$ cat config.mk
export PLATFORM = sky130hd
export DESIGN_NAME = mmap_sum_app
export DESIGN_NICKNAME = d
export VERILOG_FILES = /design/src/rtl/mmap_sum_pkg.sv /design/src/rtl/mmap_sum_core.sv /design/src/rtl/mmap_sum_app.sv
export SDC_FILE = /design/constraint.sdc
export NUM_CORES = 1
export LEC_CHECK = 0
export BUFFER_PORTS_ARGS = -buffer_cell sky130_fd_sc_hd__buf_2
export CORE_MARGIN = 8
export CORE_UTILIZATION = 30
export CTS_BUF_LIST = sky130_fd_sc_hd__clkbuf_8
export DETAILED_ROUTE_END_ITERATION = 6
export PLACE_DENSITY = 0.53
export SLEW_MARGIN = 10
export SYNTH_ARGS = -nofsm -noshare
export SYNTH_HDL_FRONTEND = slang
export SYNTH_SLANG_ARGS = --single-unit
export TNS_END_PERCENT = 30
$ cat constraint.sdc
create_clock -name s_axi_aclk -period 3.7 [get_ports s_axi_aclk]
set_input_delay 1.11 -clock s_axi_aclk [delete_from_list [all_inputs] [get_ports s_axi_aclk]]
set_output_delay 1.11 -clock s_axi_aclk [all_outputs]
set_load 0.01 [all_outputs]
$ cat src/rtl/mmap_sum_pkg.sv
// Shared register offsets, constants and FSM encoding for the memory-mapped
// arithmetic-series accumulator.
package mmap_sum_pkg;

    localparam int DATA_W = 32;

    // Word offsets, i.e. addr[5:2] of the byte address
    localparam logic [3:0] REG_CTRL   = 4'h0;
    localparam logic [3:0] REG_SIZE   = 4'h1;
    localparam logic [3:0] REG_START  = 4'h2;
    localparam logic [3:0] REG_RESULT = 4'h3;
    localparam logic [3:0] REG_STATUS = 4'h4;
    localparam logic [3:0] REG_CYCLES = 4'h5;

    localparam logic [DATA_W-1:0] UNIMPL_VALUE = 32'hDEAD_BEEF;

    typedef enum logic [1:0] {
        IDLE = 2'd0,
        RUN  = 2'd1,
        DONE = 2'd2
    } sum_state_t;

endpackage

$ cat src/rtl/mmap_sum_core.sv
// Run-control FSM and accumulate datapath: sums SIZE consecutive terms
// beginning at START, one term per clock, with 32-bit wrap.
module mmap_sum_core
    import mmap_sum_pkg::*;
(
    input  logic              clk,
    input  logic              rst_n,
    input  logic              go,
    input  logic [DATA_W-1:0] size,
    input  logic [DATA_W-1:0] start,
    output sum_state_t        state,
    output logic [DATA_W-1:0] acc,
    output logic [DATA_W-1:0] cycles,
    output logic              done
);

    sum_state_t        state_q, state_d;
    logic [DATA_W-1:0] acc_q, acc_d;
    logic [DATA_W-1:0] term_q, term_d;
    logic [DATA_W-1:0] cnt_q, cnt_d;
    logic [DATA_W-1:0] cycles_q, cycles_d;
    logic              done_q, done_d;

    always_ff @(posedge clk) begin
        if (!rst_n) begin
            state_q  <= IDLE;
            acc_q    <= '0;
            term_q   <= '0;
            cnt_q    <= '0;
            cycles_q <= '0;
            done_q   <= 1'b0;
        end else begin
            state_q  <= state_d;
            acc_q    <= acc_d;
            term_q   <= term_d;
            cnt_q    <= cnt_d;
            cycles_q <= cycles_d;
            done_q   <= done_d;
        end
    end

    always_comb begin
        state_d  = state_q;
        acc_d    = acc_q;
        term_d   = term_q;
        cnt_d    = cnt_q;
        cycles_d = cycles_q;
        done_d   = done_q;
        case (state_q)
            IDLE, DONE: begin
                // A zero-length run still passes through RUN for one cycle,
                // so DONE always arrives at least one edge after GO.
                if (go) begin
                    cnt_d    = size;
                    term_d   = start;
                    acc_d    = '0;
                    cycles_d = '0;
                    done_d   = 1'b0;
                    state_d  = RUN;
                end
            end
            RUN: begin
                if (cnt_q == '0) begin
                    state_d = DONE;
                    done_d  = 1'b1;
                end else begin
                    acc_d    = acc_q + term_q;
                    term_d   = term_q + 32'd1;
                    cnt_d    = cnt_q - 32'd1;
                    cycles_d = cycles_q + 32'd1;
                    if (cnt_q == 32'd1) begin
                        state_d = DONE;
                        done_d  = 1'b1;
                    end
                end
            end
            default: state_d = IDLE;
        endcase
    end

    assign state  = state_q;
    assign acc    = acc_q;
    assign cycles = cycles_q;
    assign done   = done_q;

endmodule

$ cat src/rtl/mmap_sum_app.sv
// Register file, address decode and one-cycle registered read mux in front of
// the series accumulator core.
module mmap_sum_app
    import mmap_sum_pkg::*;
#(
    parameter logic [31:0] BASE_ADDR = 32'h0000_0000
) (
    input  logic        s_axi_aclk,
    input  logic        s_axi_aresetn,
    input  logic        mmap_wr_en,
    input  logic [31:0] mmap_wr_addr,
    input  logic [31:0] mmap_wr_data,
    input  logic        mmap_rd_en,
    input  logic [31:0] mmap_rd_addr,
    output logic [31:0] mmap_rd_data,
    output logic        done
);

    logic [DATA_W-1:0] size_q, size_d;
    logic [DATA_W-1:0] start_q, start_d;
    logic [DATA_W-1:0] rd_data_q, rd_data_d;
    logic [DATA_W-1:0] rd_val;

    logic              wr_hit, rd_hit, go;
    logic [3:0]        wr_off, rd_off;

    sum_state_t        core_state;
    logic [DATA_W-1:0] core_acc;
    logic [DATA_W-1:0] core_cycles;
    logic              core_done;

    // Byte lanes within a word carry no meaning here
    logic unused_addr_bits;
    assign unused_addr_bits = ^{mmap_wr_addr[1:0], mmap_rd_addr[1:0]};

    assign wr_hit = mmap_wr_en && (mmap_wr_addr[31:6] == BASE_ADDR[31:6]);
    assign rd_hit = (mmap_rd_addr[31:6] == BASE_ADDR[31:6]);
    assign wr_off = mmap_wr_addr[5:2];
    assign rd_off = mmap_rd_addr[5:2];
    assign go     = wr_hit && (wr_off == REG_CTRL) && mmap_wr_data[0];

    mmap_sum_core u_core (
        .clk    (s_axi_aclk),
        .rst_n  (s_axi_aresetn),
        .go     (go),
        .size   (size_q),
        .start  (start_q),
        .state  (core_state),
        .acc    (core_acc),
        .cycles (core_cycles),
        .done   (core_done)
    );

    always_comb begin
        size_d  = size_q;
        start_d = start_q;
        if (wr_hit && (core_state != RUN)) begin
            if (wr_off == REG_SIZE)  size_d  = mmap_wr_data;
            if (wr_off == REG_START) start_d = mmap_wr_data;
        end
    end

    // Read mux samples current register contents, so a same-cycle write is
    // not yet visible to the read.
    always_comb begin
        rd_val = UNIMPL_VALUE;
        if (rd_hit) begin
            case (rd_off)
                REG_CTRL:   rd_val = {30'b0, core_state};
                REG_SIZE:   rd_val = size_q;
                REG_START:  rd_val = start_q;
                REG_RESULT: rd_val = core_acc;
                REG_STATUS: rd_val = {31'b0, core_done};
                REG_CYCLES: rd_val = core_cycles;
                default:    rd_val = UNIMPL_VALUE;
            endcase
        end
        rd_data_d = mmap_rd_en ? rd_val : rd_data_q;
    end

    always_ff @(posedge s_axi_aclk) begin
        if (!s_axi_aresetn) begin
            size_q    <= '0;
            start_q   <= '0;
            rd_data_q <= '0;
        end else begin
            size_q    <= size_d;
            start_q   <= start_d;
            rd_data_q <= rd_data_d;
        end
    end

    assign mmap_rd_data = rd_data_q;
    assign done         = core_done;

endmodule

# [Word level (Yosys, flattened, before mapping)]
# Cells that the tools add are included.
[word_totals] wordCells=65 register_bits=227 in_bits=100 out_inout_bits=33
[classes] n_addsub=4 n_eq_ne=14 muxes=21 n_reduce_logical=17
[ops] op="$mux 32" n=8
[ops] op="$pmux 32 s2" n=4
[ops] op="$pmux 32 s6" n=1
[ops] op="$add 32x1->32 const B" n=2
[ops] op="$logic_not 26->1" n=2
[ops] op="$add 32x32->32" n=1
[ops] op="$eq 32x1->1 const B" n=1
[ops] op="$logic_not 32->1" n=1
[ops] op="$sub 32x1->32 const B" n=1
[ops] op="$eq 4x2->1 const B" n=3
[ops] op="$eq 4x1->1 const B" n=2
[ops] op="$eq 4x3->1 const B" n=2
[ops] op="$logic_not 4->1" n=2
[ops] op="$mux 2" n=3
[ops] op="$reduce_and 2->1" n=3
[ops] op="$reduce_and 3->1" n=2
[ops] op="$logic_and 1x1->1" n=4
[ops] op="$ne 2x2->1 const B" n=2
[ops] op="$pmux 2 s2" n=1
[ops] op="$mux 1" n=3
[ops] op="$ne 3x1->1 const B" n=1
[ops] op="$eq 2x1->1 const B" n=1
[ops] op="$eq 2x2->1 const B" n=1
[ops] op="$logic_not 2->1" n=1
[ops] op="4 further kinds" n=4

# [Logic depth before layout (Yosys ltp)]
# Gate-level depths: netlist of the first run.
[logic_depth] depth_word=6 mapped_depth=12

# [Modules after synthesis]
# Synthesis of the first run repeated with hierarchy kept, for this count alone.
[hier_totals] cells_unflattened=1524 area_unflattened_um2=12550.8
[modules_own_cells] mod="mmap_sum_core" cells_each=1017 n_inst=1 seq_area_each_um2=2622.5 area_each_um2=7953.9
[modules_own_cells] mod="mmap_sum_app" cells_each=507 n_inst=1 seq_area_each_um2=1921.8 area_each_um2=4596.9

# [Worst setup path after synthesis of the first run]
# No wires, ideal clock.
[synth_path] kind="input-to-reg" start="input port mmap_wr_addr[14]" end="register u_core.cycles_q[21], in the netlist u_core.cycles[21]" arrival_ns=3.021 required_ns=3.572 n_path_buf=2 slack_ns=0.551 stages=11 setup_ns=0.128 path_cell_list="nor4_2 -> nand4_2 -> or4_1 -> clkbuf_1 -> nand2_1 -> buf_4 -> nand2_1 -> nor3_2 -> nand3_1 -> xor2_1 -> nor2_1"
[synth_between] elab_chain_cells=6
[synth_lines] item="start: declaration" line_no="mmap_sum_app.sv:11" source="input logic [31:0] mmap_wr_addr,"
[synth_lines] item="$logic_not 26->1" line_no="mmap_sum_app.sv:36" source="assign wr_hit = mmap_wr_en && (mmap_wr_addr[31:6] == BASE_ADDR[31:6]);"
[synth_lines] item="$logic_and 1x1->1" line_no="mmap_sum_app.sv:36"
[synth_lines] item="$logic_and 1x1->1 (2 in a row)" line_no="mmap_sum_app.sv:40" source="assign go = wr_hit && (wr_off == REG_CTRL) && mmap_wr_data[0];"
[synth_lines] item="$ne 2x2->1 (no line)"
[synth_lines] item="$reduce_and 3->1 (no line)"
[synth_lines] item="end signal: assignment" line_no="mmap_sum_core.sv:37" source="cycles_q <= cycles_d;"
[synth_lines] item="end: declaration" line_no="mmap_sum_core.sv:21" source="logic [DATA_W-1:0] cycles_q, cycles_d;"
# No other way between the ends.
# A chain may end at the register's enable or synchronous reset.

# [Worst setup path in the final report of the first run]
[layout_path] start="register u_core.acc_q[0], in the netlist u_core.acc[0]" end="register u_core.acc_q[28], in the netlist u_core.acc[28]"
[layout_between] elab_chain_cells=3
[layout_lines] item="start: declaration" line_no="mmap_sum_core.sv:18" source="logic [DATA_W-1:0] acc_q, acc_d;"
[layout_lines] item="start signal: assignment" line_no="mmap_sum_core.sv:27" source="acc_q <= '0;"
[layout_lines] item="start signal: assignment" line_no="mmap_sum_core.sv:34" source="acc_q <= acc_d;"
[layout_lines] item="$add 32x32->32" line_no="mmap_sum_core.sv:67" source="acc_d = acc_q + term_q;"
[layout_lines] item="$mux 32" line_no="mmap_sum_core.sv:63" source="if (cnt_q == '0) begin"
[layout_lines] item="$pmux 32 s2" line_no="mmap_sum_core.sv:49" source="case (state_q)"
# No other way between the ends. The select of a mux whose other input is x is not followed.

==> flow_metrics.py, run 1 <==
metrics = {
    "outcome": {
        "status": "finished, final reports clean",
    },
    "global_routing": {
        "grt_max_degree": 98,
        "grt_overflow": 0,
        "grt_pass1_wl_mm": 67.0,
        "grt_usage_pct": 17.4,
        "grt_pass1_vias": 11825,
        "antenna_found_initial": 0,
    },
    "timing": {
        "finalSetupViolations": 0,
        "finClkSkew_ns": 0.0285,
        "max_slew_margin_pct": 21.8,
        "hold_viol": 0,
        "grt_setup_unrepaired": "false",
        "fin_crit_ns": 3.32,
        "maxSlewViolCount": 0,
        "period_share_pct": 89.8,
        "worst_pin_slew_ns": 1.17,
        "max_freq_mhz": 301,
        "finalSetupTns_ns": 0,
    },
    "setup_path": {
        "worst_setup_path_start_kind": "flip-flop",
        "cp_top_family": "compound AO/OA/AOI/OAI gates",
        "path_max_fanout": 3,
        "path_class": "flip-flop to flip-flop",
        "worst_setup_path_end_kind": "flip-flop",
        "worst-path-stages": 12,
        "r2r_cells": 12,
        "required_ns": 4.17,
        "max_stage_delay_ns": 0.45,
        "cp_slowest_cell": "o21ai_0",
        "cpMostUsedCell": "o21ai_0",
        "cp_cell_sequence": "ha_1, inv_1, fa_1, nand2b_1, a21oi_1, o21ai_0, a31oi_1, o21ai_0, o21ai_0, a21oi_1, xor2_1, o21ai_0",
        "cp.arrival_ns": 3.79,
        "path_buf_inv": 1,
    },
    "layout": {
        "nets": 1782,
        "seq_area_um2": 4540,
        "syn2layout_area_growth_pct": 16.3,
        "antennaDiodeCount": 0,
        "final_util_pct": 35.0,
        "multi_input_comb_area_um2": 7490,
        "fill_cells": 4400,
        "drive_above_1_share_pct": 16.1,
    },
    "routing": {
        "drt_drc_violations_left": 0,
        "vias": 11920,
        "vias_per_cell": 5.39,
        "dr.pass1.iters": 6,
        "drt_iter0_drc": 1061,
        "wl_mm": 42.8,
        "wl_per_cell_um": 19.3,
        "antenna_left": 0,
    },
    "yosys": {
        "syn_inst": 1540,
        "yosys.area.top_type": "dfxtp_1",
        "yosysSeqAreaShare_pct": 36.3,
        "synthAdderAreaFrac_pct": 3.76,
        "synth-simple-area-share_pct": 24.4,
        "ys_ff_latch": 227,
        "synth_top_flop_cell": "dfxtp_1",
        "synth_common_cells": "dfxtp_1 (227), nand2_1 (158), o21ai_0 (125)",
        "synthesis.area_um2": 12500,
        "synth_most_common_cell": "dfxtp_1",
        "async_flop_share_pct": 0,
        "synth_cell_type_count": 71,
        "synth_top_area_share_pct": 36.3,
        "synth-compound-area-share_pct": 21.7,
        "syn-num-nets": 1677,
        "synth_edf_count": 0,
        "yosys-mux-area-fraction_pct": 5.36,
        "ys_warn_count": 0,
        "syn_area_per_cell_um2": 8.13,
        "synth_area_leaders": "dfxtp_1 (36%), mux2i_1 (5.4%), o21ai_0 (5.0%), nor2b_1 (4.9%), nand2_1 (4.7%)",
        "yosys.area_share.xor_xnor_pct": 4.20,
        "synth_top_family_by_area": "simple AND/OR/NAND/NOR gates",
    },
    "clocking": {
        "cts_buffer_depth": 3,
        "clkTransAtPathRegs_ns": 0.06,
        "hold_buffers": 0,
        "cts_root_buf": "clkbuf_8",
        "htree_levels": 2,
        "cts_resized": 0,
        "numCtsBuffers": 40,
        "cts_sinks": 227,
        "cts_setup_buffers": 0,
        "cts_tree": "done",
        "clk_latency_ns": 0.57,
    },
    "pwr": {
        "p_leak_nw": 5.30,
        "pwr-share-clk_pct": 46.4,
        "internal_power_w": 0.00378,
        "p_per_area_nw_per_um2": 343,
        "swShare_pct": 24.4,
        "combPwrFrac_pct": 4.1,
        "fin_total_pwr_w": 0.00500,
        "p_seq_share_pct": 49.5,
        "p_sw_w": 0.00122,
        "vdd_drop_max_v": 0.000211,
    },
    "die": {
        "die_x_um": 220,
        "rows": 75,
        "io_pins": 133,
        "fp.dieH_um": 220,
        "initial_core_util_pct": 30.1,
        "die_area_um2": 48500,
        "coreArea_um2": 41600,
    },
    "placement": {
        "dp_hpwl_mm": 29.5,
        "gp_congestion": 0.844,
        "numPortBuffers": 128,
    },
    "flow_run": {
        "max-cap-violations": 0,
    },
    "worst_hold_path": {
        "holdPathStages": 2,
        "hp-class": "flip-flop to flip-flop",
    },
}
## layout make-up
cell class	instances	share of cell area [%]
inverter	27	0.696
clock inverter	18	0.550
sequential	227	31.2
clock buffer	51	4.82
tap	539	4.63
multi-input combinational	1184	51.4
timing repair buffer	165	6.67
## power groups by stage
stage | registers, W | clock network, W | logic [W]
after floorplan | 0.00253 | 0 | 0.0000778
after global placement | 0.00253 | 0 | 0.000206
after detailed placement | 0.00253 | 0 | 0.000207
after CTS | 0.00248 | 0.00237 | 0.000208
after global routing | 0.00248 | 0.00248 | 0.000223
final | 0.00248 | 0.00232 | 0.000207
## cells by family after synthesis
logic type,Yosys count
flops,227
fa+ha+maj,37
mux,67
simple gates,598
compound gates,422
xor+xnor,60
buf+inv,129
## flip-flops by register name, indices dropped and copies added, names as in the netlist
signal,count
u_core.cycles,32
u_core.term_q,32
mmap_rd_data,32
u_core.cnt_q,32
size_q,32
start_q,32
u_core.acc,32
u_core.done,1
u_core.state,2
## worst paths after layout
| path | startpoint | endpoint | slack [ns] |
|---|---|---|---|
| setup / recovery | u_core.acc[0] | u_core.acc[28] | 0.38 |
| hold / removal | start_q[16] | mmap_rd_data[16] | 0.47 |
| setup reg to reg | u_core.acc[0] | u_core.acc[28] | 0.38 |
| hold reg to reg | start_q[16] | mmap_rd_data[16] | 0.47 |
## routing by layer
layer  wire, µm  global-route usage [%]  vias to the layer above  share of wire, %
li1           -                       -                     5780                 -
met1      20000                    22.9                     5642                47
met2      19300                    28.5                      414                45
met3       2310                    2.98                       84               5.4
met4       1180                    5.75                        0               2.8
met5          0                       0                        -                 0
## placed cells by master (no fill, tap or decap), types with 39 or more instances in the layout
| cell type | synthesis | final |
|---|---|---|
| clkbuf_8 | 0 | 51 |
| nand2_1 | 158 | 157 |
| nor2b_1 | 99 | 98 |
| mux2i_1 | 67 | 67 |
| dfxtp_1 | 227 | 227 |
| nor2_1 | 124 | 121 |
| a31oi_1 | 39 | 39 |
| o21ai_0 | 125 | 125 |
| a21oi_1 | 108 | 108 |
| buf_2 | 20 | 127 |
| inv_1 | 27 | 39 |
| nand3_1 | 57 | 57 |
## worst min-delay path, cell delays in order, from the launching register on
cell and delay (ns):
dfxtp_1 0.32, nand2_1 0.06, a31oi_1 0.07
## stage by stage
step / worst slack [ns] / cells / hold WS, ns / cell area, µm²
after detailed placement: 0.141 / 2142 / 0.461 / 13800
final: 0.378 / 2211 / 0.470 / 14600
after global routing: 0.133 / 2211 / 0.484 / 14600
after floorplan: 0.551 / 1540 / 0.431 / 12500
after CTS: 0.385 / 2211 / 0.470 / 14600
after global placement: 0.212 / 2142 / 0.452 / 13800
Note: power is estimated with default switching activity, not from simulation.
==> run 2: changes to the inputs <==
==> constraint.sdc (replaced) <==
create_clock -name s_axi_aclk -period 3.5 [get_ports s_axi_aclk]
set_input_delay 1.05 -clock s_axi_aclk [delete_from_list [all_inputs] [get_ports s_axi_aclk]]
set_output_delay 1.05 -clock s_axi_aclk [all_outputs]
set_load 0.01 [all_outputs]
==> run 2 against run 1 <==
Critical path depth down 1; register-to-register slack worse by 0.17 ns; setup slack worse by 0.17 ns; via count about the same; largest cell class unchanged; largest power group unchanged; highest routed layer unchanged.
==> flow_metrics.py, run 2 (synthesized netlist as in run 1, its figures left out) <==
metrics = {
    "die": {
        "die_x_um": 220,
        "initial_core_util_pct": 30.1,
        "io_pins": 133,
        "coreArea_um2": 41600,
        "die_area_um2": 48500,
        "rows": 75,
        "fp.dieH_um": 220,
    },
    "outcome": {
        "status": "finished, final reports clean",
    },
    "routing": {
        "antenna_left": 0,
        "wl_per_cell_um": 19.3,
        "dr.pass1.iters": 7,
        "drt_drc_violations_left": 0,
        "drt_iter0_drc": 925,
        "vias": 11927,
        "wl_mm": 42.6,
        "vias_per_cell": 5.39,
    },
    "layout": {
        "syn2layout_area_growth_pct": 16.8,
        "layout_common_cells": "dfxtp_1 (227), nand2_1 (157), buf_2 (127), o21ai_0 (125), nor2_1 (120)",
        "antennaDiodeCount": 0,
        "finalInstanceArea_um2": 14600,
        "nets": 1782,
        "drive_above_1_share_pct": 16.1,
        "final_util_pct": 35.2,
        "instances_no_fill": 2211,
        "layout_commonest_cell": "dfxtp_1",
    },
    "timing": {
        "period_share_pct": 94.1,
        "max_slew_margin_pct": 29.3,
        "grt_setup_unrepaired": "false",
        "fin_crit_ns": 3.29,
        "worst_pin_slew_ns": 1.06,
        "maxSlewViolCount": 0,
        "finalSetupViolations": 0,
        "hold_ws_ns": 0.472,
        "finClkSkew_ns": 0.0257,
        "max_freq_mhz": 303,
        "hold_viol": 0,
    },
    "setup_path": {
        "worst_setup_path_start_kind": "flip-flop",
        "worst_setup_path_end_kind": "flip-flop",
        "rrSetupSlack_ns": 0.21,
        "required_ns": 3.95,
        "r2r-start": "u_core.term_q[2]",
        "path_max_fanout": 7,
        "cp.arrival_ns": 3.75,
        "path_class": "flip-flop to flip-flop",
        "timing.rr.end": "u_core.acc[23]",
        "r2r_cells": 11,
        "crit_start": "u_core.term_q[2]",
        "critPathCapture": "u_core.acc[23]",
    },
    "placement": {
        "postPlaceCellArea_um2": 13800,
        "dp_hpwl_mm": 29.0,
        "place_inst": 2143,
        "gp_congestion": 0.832,
        "numPortBuffers": 128,
    },
    "global_routing": {
        "grt_usage_pct": 17.3,
        "grt_pass1_wl_mm": 66.2,
        "grt_pass1_vias": 11616,
        "grt_overflow": 0,
        "grt_max_degree": 143,
        "antenna_found_initial": 0,
    },
    "pwr": {
        "vdd_drop_max_v": 0.000220,
        "p_per_area_nw_per_um2": 367,
        "p_leak_nw": 5.33,
    },
    "clocking": {
        "clkTransAtPathRegs_ns": 0.06,
        "cts_setup_buffers": 0,
        "htree_levels": 2,
        "cts_resized": 0,
        "cts_buffer_depth": 3,
        "clk_latency_ns": 0.56,
        "cts_root_buf": "clkbuf_8",
        "numCtsBuffers": 39,
        "hold_buffers": 0,
        "cts_tree": "done",
        "cts_sinks": 227,
    },
    "flow_run": {
        "max-cap-violations": 0,
    },
    "worst_hold_path": {
        "hp-class": "flip-flop to flip-flop",
    },
}
run 2: cell count changes in the layout (fill, tap and decap cells not counted):
cell,delta
inv_1,+1
buf_4,-1
nor2_2,+1
clkinv_2,-2
clkinvlp_4,-2
buf_12,+2
bufinv_16,+1
clkbuf_8,+1
nor2_1,-1
run 2: power breakdown:
part	leakage [nW]	internal [W]	switching (W)
clock network	0.465	0.00139	0.00114
logic	3.03	0.0000913	0.000128
registers	1.84	0.00260	0.0000132
run 2: worst min-delay path by stage:
| stage | start | endpoint | slack [ns] | cells after the start |
|---|---|---|---|---|
| 6_report | u_core.cnt_q[22] | u_core.cnt_q[22] | 0.47 | 2 |
| 5_1_grt | u_core.cnt_q[7] | u_core.cnt_q[7] | 0.49 | 2 |
| 4_1_cts | u_core.cnt_q[7] | u_core.cnt_q[7] | 0.47 | 2 |
| 3_5_place_dp | u_core.cnt_q[7] | u_core.cnt_q[7] | 0.46 | 2 |
| 3_3_place_gp | u_core.cnt_q[22] | u_core.cnt_q[22] | 0.45 | 2 |
| 2_1_floorplan | u_core.cnt_q[22] | u_core.cnt_q[22] | 0.43 | 2 |
run 2: final cells by class:
type | count | area, µm²
clock inverter | 16 | 88.8
tap | 539 | 674
timing repair buffer | 166 | 1000
fill | 4414 | 27000
inverter | 27 | 101
multi-input combinational | 1184 | 7490
clock buffer | 52 | 716
sequential | 227 | 4540
run 2: through the flow:
stage	worst slack, ns	TNS [ns]	total power, W
after floorplan	0.411	0	0.00276
after global placement	-0.0162	-0.0453	0.00289
after detailed placement	0.00142	0	0.00289
after CTS	0.252	0	0.00543
after global routing	0.0172	0	0.00557
final	0.205	0	0.00537
run 2: per-layer routing:
layer	up-vias	part of all wire (%)	GRT usage [%]
met5	-	0	0
met4	0	3.0	6.13
met3	74	7.2	3.66
met2	403	44	27.4
met1	5663	45	22.9
li1	5787	-	-
run 2: critical path, stage by stage, from the launching register on:
cell,delay (ns)
dfxtp_1,0.48
ha_1,0.34
o211ai_1,0.27
o211ai_1,0.25
a2111oi_0,0.48
nor3_1,0.17
a221oi_1,0.40
buf_4,0.19
o31a_1,0.18
o21ai_0,0.13
xnor2_1,0.14
o21ai_0,0.17
